## src/rtl/spectrum_to_vga_if.sv

```systemverilog
// -----------------------------------------------------------------------------
// spectrum_to_vga_if
//
// This interface groups the FFT source stream and the VGA register write port
// used by spectrum_to_vga.
//
// Parameter:
//   BANDS  number of display bands. It sets the width of vga_addr.
//
// Signals:
//   src_valid / src_sop / src_eop           FFT Avalon-ST framing.
//   src_real / src_imag                     signed 16-bit bin value.
//   src_exp                                 signed block exponent, valid with sop.
//   src_ready                               back-pressure to the FFT source.
//   vga_ready                               display accepts the current write.
//   vga_dat / vga_addr / vga_dowrite        band write request.
//   exp_out                                 exponent of the last completed frame.
//   frame_done / frame_err                  one-cycle status pulses.
//
// Modports:
//   master  the environment side (FFT source and display).
//   slave   the spectrum_to_vga side.
// -----------------------------------------------------------------------------
interface spectrum_to_vga_if #(
    parameter int BANDS = 32
);
    localparam int ADDR_W = $clog2(BANDS);

    logic               src_valid;
    logic               src_sop;
    logic               src_eop;
    logic signed [15:0] src_real;
    logic signed [15:0] src_imag;
    logic [5:0]         src_exp;
    logic               src_ready;

    logic               vga_ready;
    logic [15:0]        vga_dat;
    logic [ADDR_W-1:0]  vga_addr;
    logic               vga_dowrite;

    logic [5:0]         exp_out;
    logic               frame_done;
    logic               frame_err;

    modport master (
        output src_valid, src_sop, src_eop, src_real, src_imag, src_exp,
        input  src_ready,
        output vga_ready,
        input  vga_dat, vga_addr, vga_dowrite, exp_out, frame_done, frame_err
    );

    modport slave (
        input  src_valid, src_sop, src_eop, src_real, src_imag, src_exp,
        output src_ready,
        input  vga_ready,
        output vga_dat, vga_addr, vga_dowrite, exp_out, frame_done, frame_err
    );
endinterface

```

## src/rtl/spectrum_to_vga.sv

```systemverilog
// -----------------------------------------------------------------------------
// spectrum_to_vga
//
// This module reduces each forward-FFT output frame to BANDS magnitude values
// and writes them to the VGA spectrum display, one band per accepted write.
// For each band it sums |re|+|im| over that band's contiguous group of
// positive-frequency bins. The sum is right-shifted by OUT_SHIFT and then
// saturated to 16 bits.
//
// Ports:
//   fft_clk  sole clock. All logic runs on its rising edge.
//   reset    asynchronous, active-high reset.
//   bus      spectrum_to_vga_if.slave. It carries the FFT stream in and the
//            VGA write port and status pulses out.
//
// Parameters:
//   FFT_POINTS  bins per frame. Must be a power of two.
//   BANDS       output bands. Must be a power of two and divide FFT_POINTS/2.
//   OUT_SHIFT   right shift applied to a band sum before saturation.
//
// Optional feature (macro SPECTRUM_PEAK_HOLD_EN):
//   Each band keeps a 16-bit held value. At drain entry the held value
//   becomes max(new, held - held/16), and vga_dat shows the held value.
// -----------------------------------------------------------------------------
module spectrum_to_vga #(
    parameter int FFT_POINTS = 4096,
    parameter int BANDS      = 32,
    parameter int OUT_SHIFT  = 6
) (
    input  logic               fft_clk,
    input  logic               reset,
    spectrum_to_vga_if.slave   bus
);
    localparam int BIN_W  = $clog2(FFT_POINTS);
    localparam int BPB    = FFT_POINTS / 2 / BANDS;     // bins per band
    localparam int BPB_W  = $clog2(BPB);
    localparam int BAND_W = $clog2(BANDS);
    localparam int ACC_W  = 17 + BPB_W;

    localparam logic [BIN_W-1:0]  LAST_BIN  = BIN_W'(FFT_POINTS - 1);
    localparam logic [BAND_W-1:0] LAST_BAND = BAND_W'(BANDS - 1);

    typedef enum logic [1:0] {IDLE, ACCUM, FLUSH, DRAIN} state_t;

    state_t            state;
    logic [BIN_W-1:0]  bin_cnt;     // index of the next expected bin
    logic              flush_cnt;
    logic [5:0]        exp_lat;

    // Magnitude stage, one register deep.
    logic [16:0]       mag_q;
    logic              mag_vld;
    logic [BAND_W-1:0] mag_band;

    logic [ACC_W-1:0]  acc [BANDS];

    // ---------------------------------------------------------------- input
    logic              beat;
    logic              start;
    logic              in_frame;
    logic [BIN_W-1:0]  cur_bin;
    logic [16:0]       re_x, im_x, re_abs, im_abs, mag;

    // NOTE: each signal written in always_comb gets a value on every path.
    // Otherwise synthesis infers a latch.
    always_comb begin
        beat     = bus.src_valid & bus.src_ready;
        start    = beat & bus.src_sop & ((state == IDLE) | (state == ACCUM));
        in_frame = start | (beat & (state == ACCUM));
        cur_bin  = start ? '0 : bin_cnt;

        // Sign-extend to 17 bits before negating, so |-32768| = 32768 fits.
        re_x   = {bus.src_real[15], bus.src_real};
        im_x   = {bus.src_imag[15], bus.src_imag};
        re_abs = re_x[16] ? (~re_x + 17'd1) : re_x;
        im_abs = im_x[16] ? (~im_x + 17'd1) : im_x;
        mag    = re_abs + im_abs;
    end

    function automatic logic [15:0] sat16(input logic [ACC_W-1:0] a);
        logic [ACC_W-1:0] s;
        s = a >> OUT_SHIFT;
        return (s > ACC_W'(16'hFFFF)) ? 16'hFFFF : s[15:0];
    endfunction

    // NOTE: sequential state uses non-blocking assignments only, so every
    // register samples pre-edge values regardless of block ordering.
    always_ff @(posedge fft_clk or posedge reset) begin
        if (reset) begin
            mag_q    <= '0;
            mag_vld  <= 1'b0;
            mag_band <= '0;
        end else begin
            // Only the lower (positive-frequency) half feeds the bands.
            mag_q    <= mag;
            mag_vld  <= in_frame & ~cur_bin[BIN_W-1];
            mag_band <= cur_bin[BPB_W +: BAND_W];
        end
    end

    // NOTE: the accumulators are a register array, not a RAM. A reset must
    // clear them, so they take the async reset like any other register.
    always_ff @(posedge fft_clk or posedge reset) begin
        if (reset) begin
            for (int i = 0; i < BANDS; i++) acc[i] <= '0;
        end else if (start) begin
            // Clearing wins over a stale add that is still in the pipe.
            for (int i = 0; i < BANDS; i++) acc[i] <= '0;
        end else if (mag_vld) begin
            acc[mag_band] <= acc[mag_band] + ACC_W'(mag_q);
        end
    end

    // ------------------------------------------------------- output values
    logic              drain_entry;
    logic [BAND_W-1:0] next_idx;
    logic [15:0]       entry_dat;
    logic [15:0]       next_dat;

`ifdef SPECTRUM_PEAK_HOLD_EN
    logic [15:0] held      [BANDS];
    logic [15:0] held_next [BANDS];

    always_comb begin
        for (int i = 0; i < BANDS; i++) begin
            held_next[i] = (sat16(acc[i]) > (held[i] - (held[i] >> 4)))
                         ? sat16(acc[i]) : (held[i] - (held[i] >> 4));
        end
    end

    // Held values ignore frame errors and change only at drain entry.
    always_ff @(posedge fft_clk or posedge reset) begin
        if (reset) begin
            for (int i = 0; i < BANDS; i++) held[i] <= '0;
        end else if (drain_entry) begin
            for (int i = 0; i < BANDS; i++) held[i] <= held_next[i];
        end
    end
`endif

    always_comb begin
        drain_entry = (state == FLUSH) & flush_cnt;
        next_idx    = bus.vga_addr + BAND_W'(1);
`ifdef SPECTRUM_PEAK_HOLD_EN
        entry_dat   = held_next[0];
        next_dat    = held[next_idx];
`else
        entry_dat   = sat16(acc[0]);
        next_dat    = sat16(acc[next_idx]);
`endif
    end

    // ------------------------------------------------------------------ FSM
    always_ff @(posedge fft_clk or posedge reset) begin
        if (reset) begin
            state           <= IDLE;
            bin_cnt         <= '0;
            flush_cnt       <= 1'b0;
            exp_lat         <= '0;
            bus.src_ready   <= 1'b0;
            bus.vga_dowrite <= 1'b0;
            bus.vga_dat     <= '0;
            bus.vga_addr    <= '0;
            bus.exp_out     <= '0;
            bus.frame_done  <= 1'b0;
            bus.frame_err   <= 1'b0;
        end else begin
            bus.frame_done <= 1'b0;
            bus.frame_err  <= 1'b0;

            case (state)
                IDLE, ACCUM: begin
                    bus.src_ready <= 1'b1;
                    if (in_frame) begin
                        if (start) exp_lat <= bus.src_exp;
                        // A sop inside a frame restarts it.
                        if (start && state == ACCUM) bus.frame_err <= 1'b1;

                        if (cur_bin == LAST_BIN) begin
                            if (bus.src_eop) begin
                                state         <= FLUSH;
                                flush_cnt     <= 1'b0;
                                bus.src_ready <= 1'b0;
                            end else begin
                                state         <= IDLE;
                                bus.frame_err <= 1'b1;
                            end
                        end else if (bus.src_eop) begin
                            state         <= IDLE;
                            bus.frame_err <= 1'b1;
                        end else begin
                            state   <= ACCUM;
                            bin_cnt <= cur_bin + BIN_W'(1);
                        end
                    end
                end

                // Two dead cycles let the final beat reach its accumulator.
                FLUSH: begin
                    flush_cnt <= 1'b1;
                    if (flush_cnt) begin
                        state           <= DRAIN;
                        bus.exp_out     <= exp_lat;
                        bus.vga_dowrite <= 1'b1;
                        bus.vga_addr    <= '0;
                        bus.vga_dat     <= entry_dat;
                    end
                end

                DRAIN: begin
                    if (bus.vga_ready) begin
                        if (bus.vga_addr == LAST_BAND) begin
                            state           <= IDLE;
                            bus.vga_dowrite <= 1'b0;
                            bus.frame_done  <= 1'b1;
                            bus.src_ready   <= 1'b1;
                        end else begin
                            bus.vga_addr <= next_idx;
                            bus.vga_dat  <= next_dat;
                        end
                    end
                end

                default: state <= IDLE;
            endcase
        end
    end
endmodule

```

## src/flat_wrapper.sv

```systemverilog
// flat-port wrapper written by rule: the top's interface ports become plain ports
module spectrum_to_vga_flat 
#(
    parameter int FFT_POINTS = 4096,
    parameter int BANDS      = 32,
    parameter int OUT_SHIFT  = 6
)
  (fft_clk, reset, bus_src_valid, bus_src_sop, bus_src_eop, bus_src_real, bus_src_imag, bus_src_exp, bus_src_ready, bus_vga_ready, bus_vga_dat, bus_vga_addr, bus_vga_dowrite, bus_exp_out, bus_frame_done, bus_frame_err);
  spectrum_to_vga_if #(.BANDS(BANDS)) bus_i ();
  input  logic fft_clk;
  input  logic reset;
  input wire logic [$bits(bus_i.src_valid)-1:0] bus_src_valid;
  input wire logic [$bits(bus_i.src_sop)-1:0] bus_src_sop;
  input wire logic [$bits(bus_i.src_eop)-1:0] bus_src_eop;
  input wire logic [$bits(bus_i.src_real)-1:0] bus_src_real;
  input wire logic [$bits(bus_i.src_imag)-1:0] bus_src_imag;
  input wire logic [$bits(bus_i.src_exp)-1:0] bus_src_exp;
  output wire logic [$bits(bus_i.src_ready)-1:0] bus_src_ready;
  input wire logic [$bits(bus_i.vga_ready)-1:0] bus_vga_ready;
  output wire logic [$bits(bus_i.vga_dat)-1:0] bus_vga_dat;
  output wire logic [$bits(bus_i.vga_addr)-1:0] bus_vga_addr;
  output wire logic [$bits(bus_i.vga_dowrite)-1:0] bus_vga_dowrite;
  output wire logic [$bits(bus_i.exp_out)-1:0] bus_exp_out;
  output wire logic [$bits(bus_i.frame_done)-1:0] bus_frame_done;
  output wire logic [$bits(bus_i.frame_err)-1:0] bus_frame_err;
  assign bus_i.src_valid = bus_src_valid;
  assign bus_i.src_sop = bus_src_sop;
  assign bus_i.src_eop = bus_src_eop;
  assign bus_i.src_real = bus_src_real;
  assign bus_i.src_imag = bus_src_imag;
  assign bus_i.src_exp = bus_src_exp;
  assign bus_src_ready = bus_i.src_ready;
  assign bus_i.vga_ready = bus_vga_ready;
  assign bus_vga_dat = bus_i.vga_dat;
  assign bus_vga_addr = bus_i.vga_addr;
  assign bus_vga_dowrite = bus_i.vga_dowrite;
  assign bus_exp_out = bus_i.exp_out;
  assign bus_frame_done = bus_i.frame_done;
  assign bus_frame_err = bus_i.frame_err;
  spectrum_to_vga #(.FFT_POINTS(FFT_POINTS), .BANDS(BANDS), .OUT_SHIFT(OUT_SHIFT)) u_core (.fft_clk(fft_clk), .reset(reset), .bus(bus_i));
endmodule
```

## config.mk

```make
export PLATFORM = sky130hd
export DESIGN_NAME = spectrum_to_vga_flat
export DESIGN_NICKNAME = d
export VERILOG_FILES = /design/src/rtl/spectrum_to_vga_if.sv /design/src/rtl/spectrum_to_vga.sv /design/src/flat_wrapper.sv
export SDC_FILE = /design/constraint.sdc
export NUM_CORES = 2
export LEC_CHECK = 0
export BUFFER_PORTS_ARGS = -buffer_cell sky130_fd_sc_hd__buf_2
export CAP_MARGIN = 20
export CELL_PAD_IN_SITES_DETAIL_PLACEMENT = 1
export CELL_PAD_IN_SITES_GLOBAL_PLACEMENT = 1
export CORE_UTILIZATION = 35
export CTS_BUF_LIST = sky130_fd_sc_hd__clkbuf_4 sky130_fd_sc_hd__clkbuf_8
export DETAILED_ROUTE_END_ITERATION = 8
export PLACE_DENSITY = 0.63
export SYNTH_ARGS = -nofsm -noshare
export SYNTH_HDL_FRONTEND = slang
export SYNTH_SLANG_ARGS = --single-unit
```

## constraint.sdc

```tcl
create_clock -name fft_clk -period 25 [get_ports fft_clk]
set_input_delay 2.5 -clock fft_clk [delete_from_list [all_inputs] [get_ports fft_clk]]
set_output_delay 2.5 -clock fft_clk [all_outputs]
set_load 0.05 [all_outputs]
```

==> metrics.csv <==
metric,value,unit
overflow,0,
hold_viol,0,
io_pins,75,
die_x,346,um
antenna_found_initial,4,
multi_input_area,20200,sq um
maxSlewViolCount,0,
crit_type,reg2reg,
min-delay-path-class,reg2reg,
fillers,12200,
outcome,"complete, no violations",
route.detailed.drc,0,
seq_area_frac_synth,0.490,
cp_max_fo,94,
r2r_slack,18.45,ns
register_area,20300,sq um
hpwl,101000,um
netSwitchingPower,1.30,mW
post_synth_num_cell_types,68,
max_slew_margin,0.189,
startpoint_type,register,
ant_nets,0,
total_power,3.67,mW
hold_depth,2,
die_h,346,um
period_needed,6.55,ns
holdBufCountCts,0,
power_density,78.0,nW/um^2
whs,0.465,ns
rr_endpoint,u_core.acc[663],
startpoint,u_core.mag_band[0],
avgSynthCellArea,12.7,sq um
setup_ws,18.45,ns
p_int,2.36,mW
wirelength,163000,um
synth_top_area_share,0.490,
syn_to_final_growth,13.5,%
cp.arrival,7.33,ns
grt_pass1_vias,33200,
clockBufferDepth,3,
die_area,120000,sq um
seqPwrFrac,0.388,
clk_pin_slew,0.06,ns
cts-resized-gates,0,
endpoint_kind,register,
drive_gt1_frac,0.263,
cts.sinks,811,
syn_nets,3347,
start_util,0.355,
worst_pin_slew,1.22,ns
finalInstanceArea,47000,sq um
switching_share,0.355,
via_per_inst,6.54,
drt_iter0_drc,3548,
ctsHtreeMaxLevel,4,
synth_most_common_cell,dfrtp_1,
async_reset_ff_frac,1.00,
num_rows,125,
grt.total_usage,0.273,
synth-seq-cells,811,
place_congestion,0.897,
rr_worst_depth,14,
skew,0.0327,ns
synthTopCellsByCount,"dfrtp_1 (811), a22o_1 (575), mux4_2 (314)",
grt_pass1_wl,240000,um
comb_power_share,0.233,
drt-pass1-iter-count,5,
period_share,0.262,
synth_warnings,0,
cp.required,25.78,ns
cts_root_buf,clkbuf_8,
cap_violations,0,
fmax,0.153,GHz
yosys.area.top_type,dfrtp_1,
leakagePower,20.1,nW
hold_start,u_core.exp_lat[0],
p_clk_frac,0.379,
cts_buffers,145,
finalSetupViolCount,0,
cts_tree,built,
ys.flop_type,dfrtp_1,
synth_edf_count,0,
post-cts-setup-buffers,0,
rsz0062_at_grt,false,
via_count,32200,
peakVddDrop,0.0622,mV
grt_max_degree,169,
tns,0,ns
yosys-top-cells-area,"dfrtp_1 (49%), mux4_2 (17%), a22o_1 (12%)",
synthesis.area,41400,sq um
synth_cells,3263,
min_to,u_core.exp_lat[0],
place_ws,18.38,ns
clk_latency,0.86,ns
wl_per_cell,33.2,um
finalNetCount,3368,
post_dp_cell_area,43700,sq um
r2r_start,u_core.mag_band[0],
core_area,117000,sq um
port_buffers,74,
==> final cells by class <==
| cell class | count | area share |
|---|---|---|
| well taps | 1524 | 0.0406 |
| clock inverters | 30 | 0.00583 |
| clock buffers | 231 | 0.0625 |
| multi-input cells | 2119 | 0.430 |
| diodes | 1 | 0.0000532 |
| flip-flops and latches | 811 | 0.432 |
| inverters | 21 | 0.00176 |
| repair buffers | 186 | 0.0275 |
==> routing by layer <==
| layer | up-vias | wire length [um] | global-route usage |
|---|---|---|---|
| met3 | 379 | 14100 | 0.0600 |
| met2 | 1646 | 73400 | 0.405 |
| li1 | 12800 | - | - |
| met4 | 0 | 8800 | 0.145 |
| met1 | 17400 | 67100 | 0.372 |
| met5 | - | 0 | 0 |
==> sequential cells by signal, summed over array words and instances (netlist names) <==
| register | flops |
|---|---|
| u_core.bus.vga_addr | 5 |
| u_core.acc | 736 |
| u_core.bin_cnt | 12 |
| u_core.bus.vga_dat | 16 |
| u_core.state | 2 |
| u_core.bus.exp_out | 6 |
| u_core.bus.frame_done | 1 |
| u_core.bus.src_ready | 1 |
| u_core.mag_q | 17 |
| u_core.exp_lat | 6 |
| u_core.flush_cnt | 1 |
| u_core.bus.vga_dowrite | 1 |
| u_core.mag_band | 5 |
| u_core.mag_vld | 1 |
| u_core.bus.frame_err | 1 |
==> power groups by stage <==
stage / Clock [mW] / Combinational [mW] / Sequential, mW
final: 1.39 / 0.855 / 1.42
after detailed placement: 0 / 0.834 / 1.44
after global routing: 1.46 / 0.897 / 1.42
after floorplan: 0 / 0.535 / 1.41
after CTS: 1.41 / 0.839 / 1.42
after global placement: 0 / 0.833 / 1.44
==> cells by family after synthesis <==
| kind of cell | synth area share |
|---|---|
| xor+xnor | 0.0129 |
| compound gates | 0.189 |
| buf+inv | 0.0349 |
| flops | 0.490 |
| simple gates | 0.0627 |
| mux | 0.198 |
| fa+ha+maj | 0.0124 |
==> through the flow <==
stage	std cells	util
after floorplan	3263	-
after global placement	4657	0.374
after detailed placement	4659	0.374
after CTS	4920	0.402
after global routing	4923	0.402
final	4923	0.402
==> worst max-delay path by stage <==
stage | slack (ns) | to
2_1_floorplan | 11.37 | u_core.acc[0]
3_3_place_gp | 18.39 | u_core.acc[211]
3_5_place_dp | 18.38 | u_core.acc[198]
4_1_cts | 18.55 | u_core.acc[318]
5_1_grt | 18.17 | u_core.acc[225]
6_report | 18.45 | u_core.acc[663]
==> layout by cell type (no fill, tap or decap), types with 16 or more instances in the layout <==
master,count
o21ai_1,43
o22ai_1,40
nor3_1,29
ha_1,37
dfrtp_1,807
clkbuf_8,192
o21ai_0,132
buf_4,106
buf_2,74
nor2_4,25
a21oi_2,19
nand3_1,36
a22o_1,575
nand4_1,16
a21oi_1,58
o21ai_2,18
clkbuf_4,39
mux2i_1,104
xnor2_1,38
a211oi_1,23
nand2_1,273
mux4_2,314
nor2_1,76
nor2_2,16
inv_1,20
a22oi_1,63
==> worst max-delay path: stages, from the launching register on <==
cell and delay [ns]:
dfrtp_4 1.07, buf_12 0.53, mux4_2 0.61, a22oi_1 0.48, nand4_1 0.21, ha_1 0.44, nand3_1 0.12, o2111ai_1 0.33
a31oi_1 0.31, o221ai_1 0.70, a21oi_1 0.26, nor3_1 0.38, xnor2_2 0.16, buf_4 0.37, a22o_1 0.19
No activity file was read; power rests on OpenSTA's default activity.
